==> config.mk <==
export PLATFORM = sky130hd
export DESIGN_NAME = seq_divider_flat
export DESIGN_NICKNAME = d
export VERILOG_FILES = /design/src/rtl/div_pkg.sv /design/src/rtl/seq_divider_if.sv /design/src/rtl/div_step.sv /design/src/rtl/seq_divider.sv /design/src/flat_wrapper.sv
export SDC_FILE = /design/constraint.sdc
export NUM_CORES = 1
export LEC_CHECK = 0
export CORE_UTILIZATION = 52
export CTS_BUF_LIST = sky130_fd_sc_hd__clkbuf_4
export CTS_CLUSTER_SIZE = 14
export DETAILED_ROUTE_END_ITERATION = 8
export GPL_TIMING_DRIVEN = 0
export PLACE_DENSITY = 0.9
export RECOVER_POWER = 50
export SYNTH_ARGS = -nofsm -noshare
export SYNTH_HDL_FRONTEND = slang
export SYNTH_SLANG_ARGS = --single-unit
export TNS_END_PERCENT = 5
==> constraint.sdc <==
create_clock -name clk -period 3.8 [get_ports clk]
set_input_delay 1.14 -clock clk [delete_from_list [all_inputs] [get_ports clk]]
set_output_delay 1.14 -clock clk [all_outputs]
set_load 0.01 [all_outputs]
==> src/rtl/div_pkg.sv <==
// Shared definitions for the sequential restoring divider.
package div_pkg;
   localparam int DEFAULT_WIDTH = 8;

   typedef enum logic [1:0] {
      IDLE    = 2'd0,
      COMPUTE = 2'd1,
      DONE    = 2'd2
   } state_t;
endpackage

==> src/rtl/seq_divider_if.sv <==
// Request/result bundle between a divider client (master) and seq_divider (slave).
interface seq_divider_if
   import div_pkg::*;
#(
   parameter int WIDTH = DEFAULT_WIDTH
);
   logic             start;
   logic [WIDTH-1:0] dividend;
   logic [WIDTH-1:0] divisor;
   logic             busy;
   logic             done;
   logic [WIDTH-1:0] quotient;
   logic [WIDTH-1:0] remainder;
   logic             div_by_zero;

   modport master (
      output start, dividend, divisor,
      input  busy, done, quotient, remainder, div_by_zero
   );

   modport slave (
      input  start, dividend, divisor,
      output busy, done, quotient, remainder, div_by_zero
   );
endinterface

==> src/rtl/div_step.sv <==
// One combinational restoring-division step: shift {rem, quo} left, trial subtract.
module div_step
   import div_pkg::*;
#(
   parameter int WIDTH = DEFAULT_WIDTH
) (
   input  logic [WIDTH-1:0] rem_in,
   input  logic [WIDTH-1:0] quo_in,
   input  logic [WIDTH-1:0] divisor,
   output logic [WIDTH-1:0] rem_out,
   output logic [WIDTH-1:0] quo_out
);
   logic [WIDTH:0] shifted;
   logic [WIDTH:0] diff;
   logic           ge;

   // rem_in < divisor, so shifted < 2*divisor: a borrow out of the WIDTH+1 bit
   // subtract is exactly "shifted < divisor", and a kept diff always fits WIDTH bits.
   always_comb begin
      shifted = {rem_in, quo_in[WIDTH-1]};
      diff    = shifted - {1'b0, divisor};
      ge      = ~diff[WIDTH];
      rem_out = ge ? diff[WIDTH-1:0] : shifted[WIDTH-1:0];
      quo_out = {quo_in[WIDTH-2:0], ge};
   end
endmodule

==> src/rtl/seq_divider.sv <==
// Sequential unsigned divider: WIDTH restoring steps, one per clock, with divide-by-zero bypass.
module seq_divider
   import div_pkg::*;
#(
   parameter int WIDTH = DEFAULT_WIDTH
) (
   input  logic          clk,
   input  logic          rst,
   seq_divider_if.slave  bus
);
   localparam int CW = (WIDTH > 1) ? $clog2(WIDTH) : 1;

   state_t           state, state_n;
   logic [CW-1:0]    cnt;
   logic [WIDTH-1:0] rem_q, rem_nxt;
   logic [WIDTH-1:0] quo_q, quo_nxt;
   logic [WIDTH-1:0] dsr_q;
   logic             dbz_q;
   logic             last_step;

   assign last_step = (cnt == CW'(WIDTH - 1));

   div_step #(.WIDTH(WIDTH)) u_step (
      .rem_in  (rem_q),
      .quo_in  (quo_q),
      .divisor (dsr_q),
      .rem_out (rem_nxt),
      .quo_out (quo_nxt)
   );

   always_ff @(posedge clk or posedge rst) begin
      if (rst) state <= IDLE;
      else     state <= state_n;
   end

   always_comb begin
      state_n  = state;
      bus.busy = 1'b0;
      bus.done = 1'b0;
      unique case (state)
         IDLE:    if (bus.start) state_n = (bus.divisor != '0) ? COMPUTE : DONE;
         COMPUTE: begin
            bus.busy = 1'b1;
            if (last_step) state_n = DONE;
         end
         DONE:    begin
            bus.done = 1'b1;
            state_n  = IDLE;
         end
         default: state_n = IDLE;
      endcase
   end

   // quo_q starts as the dividend and is shifted into the quotient in place.
   always_ff @(posedge clk or posedge rst) begin
      if (rst) begin
         cnt   <= '0;
         rem_q <= '0;
         quo_q <= '0;
         dsr_q <= '0;
         dbz_q <= 1'b0;
      end else begin
         unique case (state)
            IDLE: if (bus.start) begin
               cnt   <= '0;
               dsr_q <= bus.divisor;
               dbz_q <= (bus.divisor == '0);
               if (bus.divisor == '0) begin
                  quo_q <= '1;
                  rem_q <= bus.dividend;
               end else begin
                  quo_q <= bus.dividend;
                  rem_q <= '0;
               end
            end
            COMPUTE: begin
               rem_q <= rem_nxt;
               quo_q <= quo_nxt;
               cnt   <= last_step ? '0 : cnt + 1'b1;
            end
            default: ;
         endcase
      end
   end

   assign bus.quotient    = quo_q;
   assign bus.remainder   = rem_q;
   assign bus.div_by_zero = dbz_q;
endmodule

==> src/flat_wrapper.sv <==
// flat-port wrapper written by rule: the top's interface ports become plain ports
module seq_divider_flat import div_pkg::*;
#(
   parameter int WIDTH = DEFAULT_WIDTH
)
  (clk, rst, bus_start, bus_dividend, bus_divisor, bus_busy, bus_done, bus_quotient, bus_remainder, bus_div_by_zero);
  seq_divider_if #(.WIDTH(WIDTH)) bus_i ();
  input  logic clk;
  input  logic rst;
  input wire logic [$bits(bus_i.start)-1:0] bus_start;
  input wire logic [$bits(bus_i.dividend)-1:0] bus_dividend;
  input wire logic [$bits(bus_i.divisor)-1:0] bus_divisor;
  output wire logic [$bits(bus_i.busy)-1:0] bus_busy;
  output wire logic [$bits(bus_i.done)-1:0] bus_done;
  output wire logic [$bits(bus_i.quotient)-1:0] bus_quotient;
  output wire logic [$bits(bus_i.remainder)-1:0] bus_remainder;
  output wire logic [$bits(bus_i.div_by_zero)-1:0] bus_div_by_zero;
  assign bus_i.start = bus_start;
  assign bus_i.dividend = bus_dividend;
  assign bus_i.divisor = bus_divisor;
  assign bus_busy = bus_i.busy;
  assign bus_done = bus_i.done;
  assign bus_quotient = bus_i.quotient;
  assign bus_remainder = bus_i.remainder;
  assign bus_div_by_zero = bus_i.div_by_zero;
  seq_divider #(.WIDTH(WIDTH)) u_core (.clk(clk), .rst(rst), .bus(bus_i));
endmodule
==> flow_summary_export.csv <==
group,metric,value,unit
sta,tightestPinTransition,1130,ps
worst_setup_path,crit_arrival,3470,ps
clock_network,cts.htree.levels,2,
cells_and_area,layout_commonest_cell,"nand2_1",
sta,slew_violations,0,
global_route,antenna_found_initial,0,
global_route,met1_usage,0.333,
worst_setup_path,r2r_start,"u_core.bus.quotient[7]",
cells_and_area,final_area,2300,um^2
floorplanning,die_w,60.4,um
power_and_ir_drop,pwr-share-seq,0.248,
cells_and_area,multi_input_area,948,um^2
worst_setup_path,ff2ff_path_depth,9,
sta,finalSetupViolations,0,
drt,viasPerCell,5.91,
synthesis,synth_area,1770,um^2
power_and_ir_drop,swShare,0.419,
hold_path,min-delay-path-class,"reg -> reg",
worst_setup_path,required,4060,ps
drt,drtIter0Drc,92,
synthesis,synth_top_area_cell,"dfrtp_1",
sta,fin_crit,3210,ps
clock_network,insertion_delay,350,ps
sta,fin_crit_sh,0.845,
sta,max_slew_margin,0.246,
worst_setup_path,ff2ff_setup_slack,650,ps
synthesis,ys_seq_area_frac,0.424,
drt,antenna_left,0,
clock_network,cts_setup_buffers,0,
clock_network,path_clk_slew,110,ps
worst_setup_path,critical_path.startpoint,"bus_divisor[2]",
drt,drcViolationCount,0,
worst_setup_path,worstPathMaxFanout,8,
floorplanning,num_rows,20,
sta,rsz0062_at_grt,"no",
synthesis,yosys_warnings,0,
floorplanning,die_area,3640,um^2
floorplanning,start_util,0.562,
cells_and_area,final_nets,264,
clock_network,max-clock-path-buffers,2,
cells_and_area,num-fill-cells,245,
global_route,grt_pass1_vias,1590,
global_route,grt_overflow,0,
drt,drt-wirelength-per-cell,15.4,um
floorplanning,coreArea,3150,um^2
global_route,busiest_layer,"met2",
worst_setup_path,critPathKind,"in -> reg",
floorplanning,fp.dieH,60.4,um
worst_setup_path,critPathCapture,"u_core.bus.remainder[5]",
worst_setup_path,end_kind,"register",
drt,via_count,1648,
global_route,grt_max_degree,31,
synthesis,yosys.cell_types.count,38,
power_and_ir_drop,finalPower,0.00242,W
power_and_ir_drop,pwr-share-clk,0.134,
cells_and_area,drive_gt1_frac,0.0681,
power_and_ir_drop,vdd_drop_max,0.528,mV
run_status,run_status,"completed",
sta,max_freq,0.312,GHz
clock_network,clock_sinks,30,
synthesis,synthCells,190,
global_route,grt_pass1_wl,7.03,mm
synthesis,syn_nets,220,
clock_network,numCtsBuffers,5,
cells_and_area,area_growth,29.8,%
power_and_ir_drop,power_frac_comb,0.618,
global_route,use_met3,0.0789,
cells_and_area,ff_latch_area,751,um^2
clock_network,cts-root-buf,"clkbuf_4",
clock_network,postCtsHoldBufs,0,
power_and_ir_drop,p_leak,0.950,nW
drt,drtPass1Iterations,4,
synthesis,netlist_top_cells_area,"dfrtp_1, ha_1, nand2_1",
hold_path,whs_path_depth,1,
synthesis,synth_seq_cells,30,
worst_setup_path,cp-start-kind,"input port",
cells_and_area,most-common-layout-cells,"nand2_1, dfrtp_1, clkdlybuf4s50_1",
cells_and_area,num_antenna_cells,0,
power_and_ir_drop,powerDensity,1050,nW/um^2
sta,skew,14.4,ps
power_and_ir_drop,p_int,0.00140,W
cells_and_area,fin_util,0.729,
clock_network,cts_tree,"built",
place,place_hpwl,3.15,mm
place,gp_congestion,0.822,
sta,fin_setup_tns,0,ps
sta,finalHoldViolations,0,
place,port-buffer-count,37,
synthesis,yosys.area.top_type_share,0.424,
run,maxCapViolCount,0,
synthesis,syn_avg_cell_area,9.32,um^2
drt,drt-total-wl,4.28,mm
place,place_area,2200,um^2
floorplanning,pin_count,38,
worst_setup_path,reg2reg_to,"u_core.bus.remainder[0]",
power_and_ir_drop,net-switching-power,0.00101,W
clock_network,post_cts_resized,0,
global_route,use_met2,0.425,
global_route,grt_usage,0.268,
## worst min-delay path by stage
stage	end	from	slack, ps
finish	u_core.cnt[0]	u_core.cnt[0]	510
global route	u_core.cnt[0]	u_core.cnt[0]	520
CTS	u_core.cnt[0]	u_core.cnt[0]	510
detailed placement	u_core.cnt[1]	u_core.cnt[1]	490
global placement	u_core.state[1]	u_core.state[1]	460
floorplan	u_core.state[1]	u_core.state[1]	440
## per-stage QoR
step                      hold WS [ps]  setup WS, ps  instances
final                              513           590        279
after global placement             463           429        271
after detailed placement           487           424        271
after CTS                          507           616        279
after global routing               521           491        279
after floorplan                    442           954        190
## critical path: stages
cell and delay (ps):
dlygate4sd3_1 540, or4_1 640, nor3_1 690, nand2_1 150, o21ai_1 150, a31oi_1 50
o31ai_1 90
## cells in the mapped netlist
library cell,instances
a2111oi_0,1
a2111oi_4,1
a211oi_2,1
a21o_2,1
a21oi_1,8
a221oi_1,1
a22o_1,2
a31oi_1,1
and2_1,1
buf_1,1
clkbuf_1,5
dfrtp_1,30
fa_1,1
ha_1,10
inv_1,13
mux2_2,4
mux2i_1,6
nand2_1,33
nand2b_1,3
nand3_1,1
nand3b_1,1
nand4b_1,1
nor2_1,7
nor2b_1,3
nor3_1,5
nor3b_1,1
o21a_1,2
o21ai_0,20
o21ai_1,3
o21bai_1,1
o221ai_1,4
o221ai_2,2
o22ai_1,7
o31a_1,1
o31ai_1,2
or4_1,2
xnor2_1,3
xor2_1,1
## registers in the layout (all words and copies together) (netlist names)
register	cells
u_core.bus.div_by_zero	1
u_core.bus.quotient	8
u_core.bus.remainder	8
u_core.cnt	3
u_core.dsr_q	8
u_core.state	2
## kinds of logic (layout without fill, tap and decap cells)
kind of cell,count (synthesis),count (layout),share of synthesized area
flops,30,30,0.424
xor+xnor,4,4,0.0198
buf+inv,19,64,0.0403
compound gates,58,58,0.226
fa+ha+maj,11,11,0.0820
mux,10,10,0.0594
simple gates,58,58,0.148
## power groups by stage
| stage | clock network, W | logic (W) | registers, W |
|---|---|---|---|
| after floorplan | 0 | 0.00103 | 0.000617 |
| after global placement | 0 | 0.00143 | 0.000600 |
| after detailed placement | 0 | 0.00149 | 0.000604 |
| after CTS | 0.000325 | 0.00150 | 0.000597 |
| after global routing | 0.000339 | 0.00165 | 0.000618 |
| final | 0.000324 | 0.00149 | 0.000598 |
## layout make-up
type / instances / share of cell area
Multi-Input combinational cell: 141 / 0.413
Timing Repair Buffer: 37 / 0.161
Clock inverter: 3 / 0.0278
Inverter: 13 / 0.0212
Tap cell: 44 / 0.0240
Clock buffer: 5 / 0.0163
Buffer: 6 / 0.00980
Sequential cell: 30 / 0.327
## metal layers
metal	share of wire	vias to the layer above
met5	0	-
met4	0.022	0
met3	0.056	14
met2	0.50	62
met1	0.42	795
li1	-	777
(Power assumes the default switching activity.)
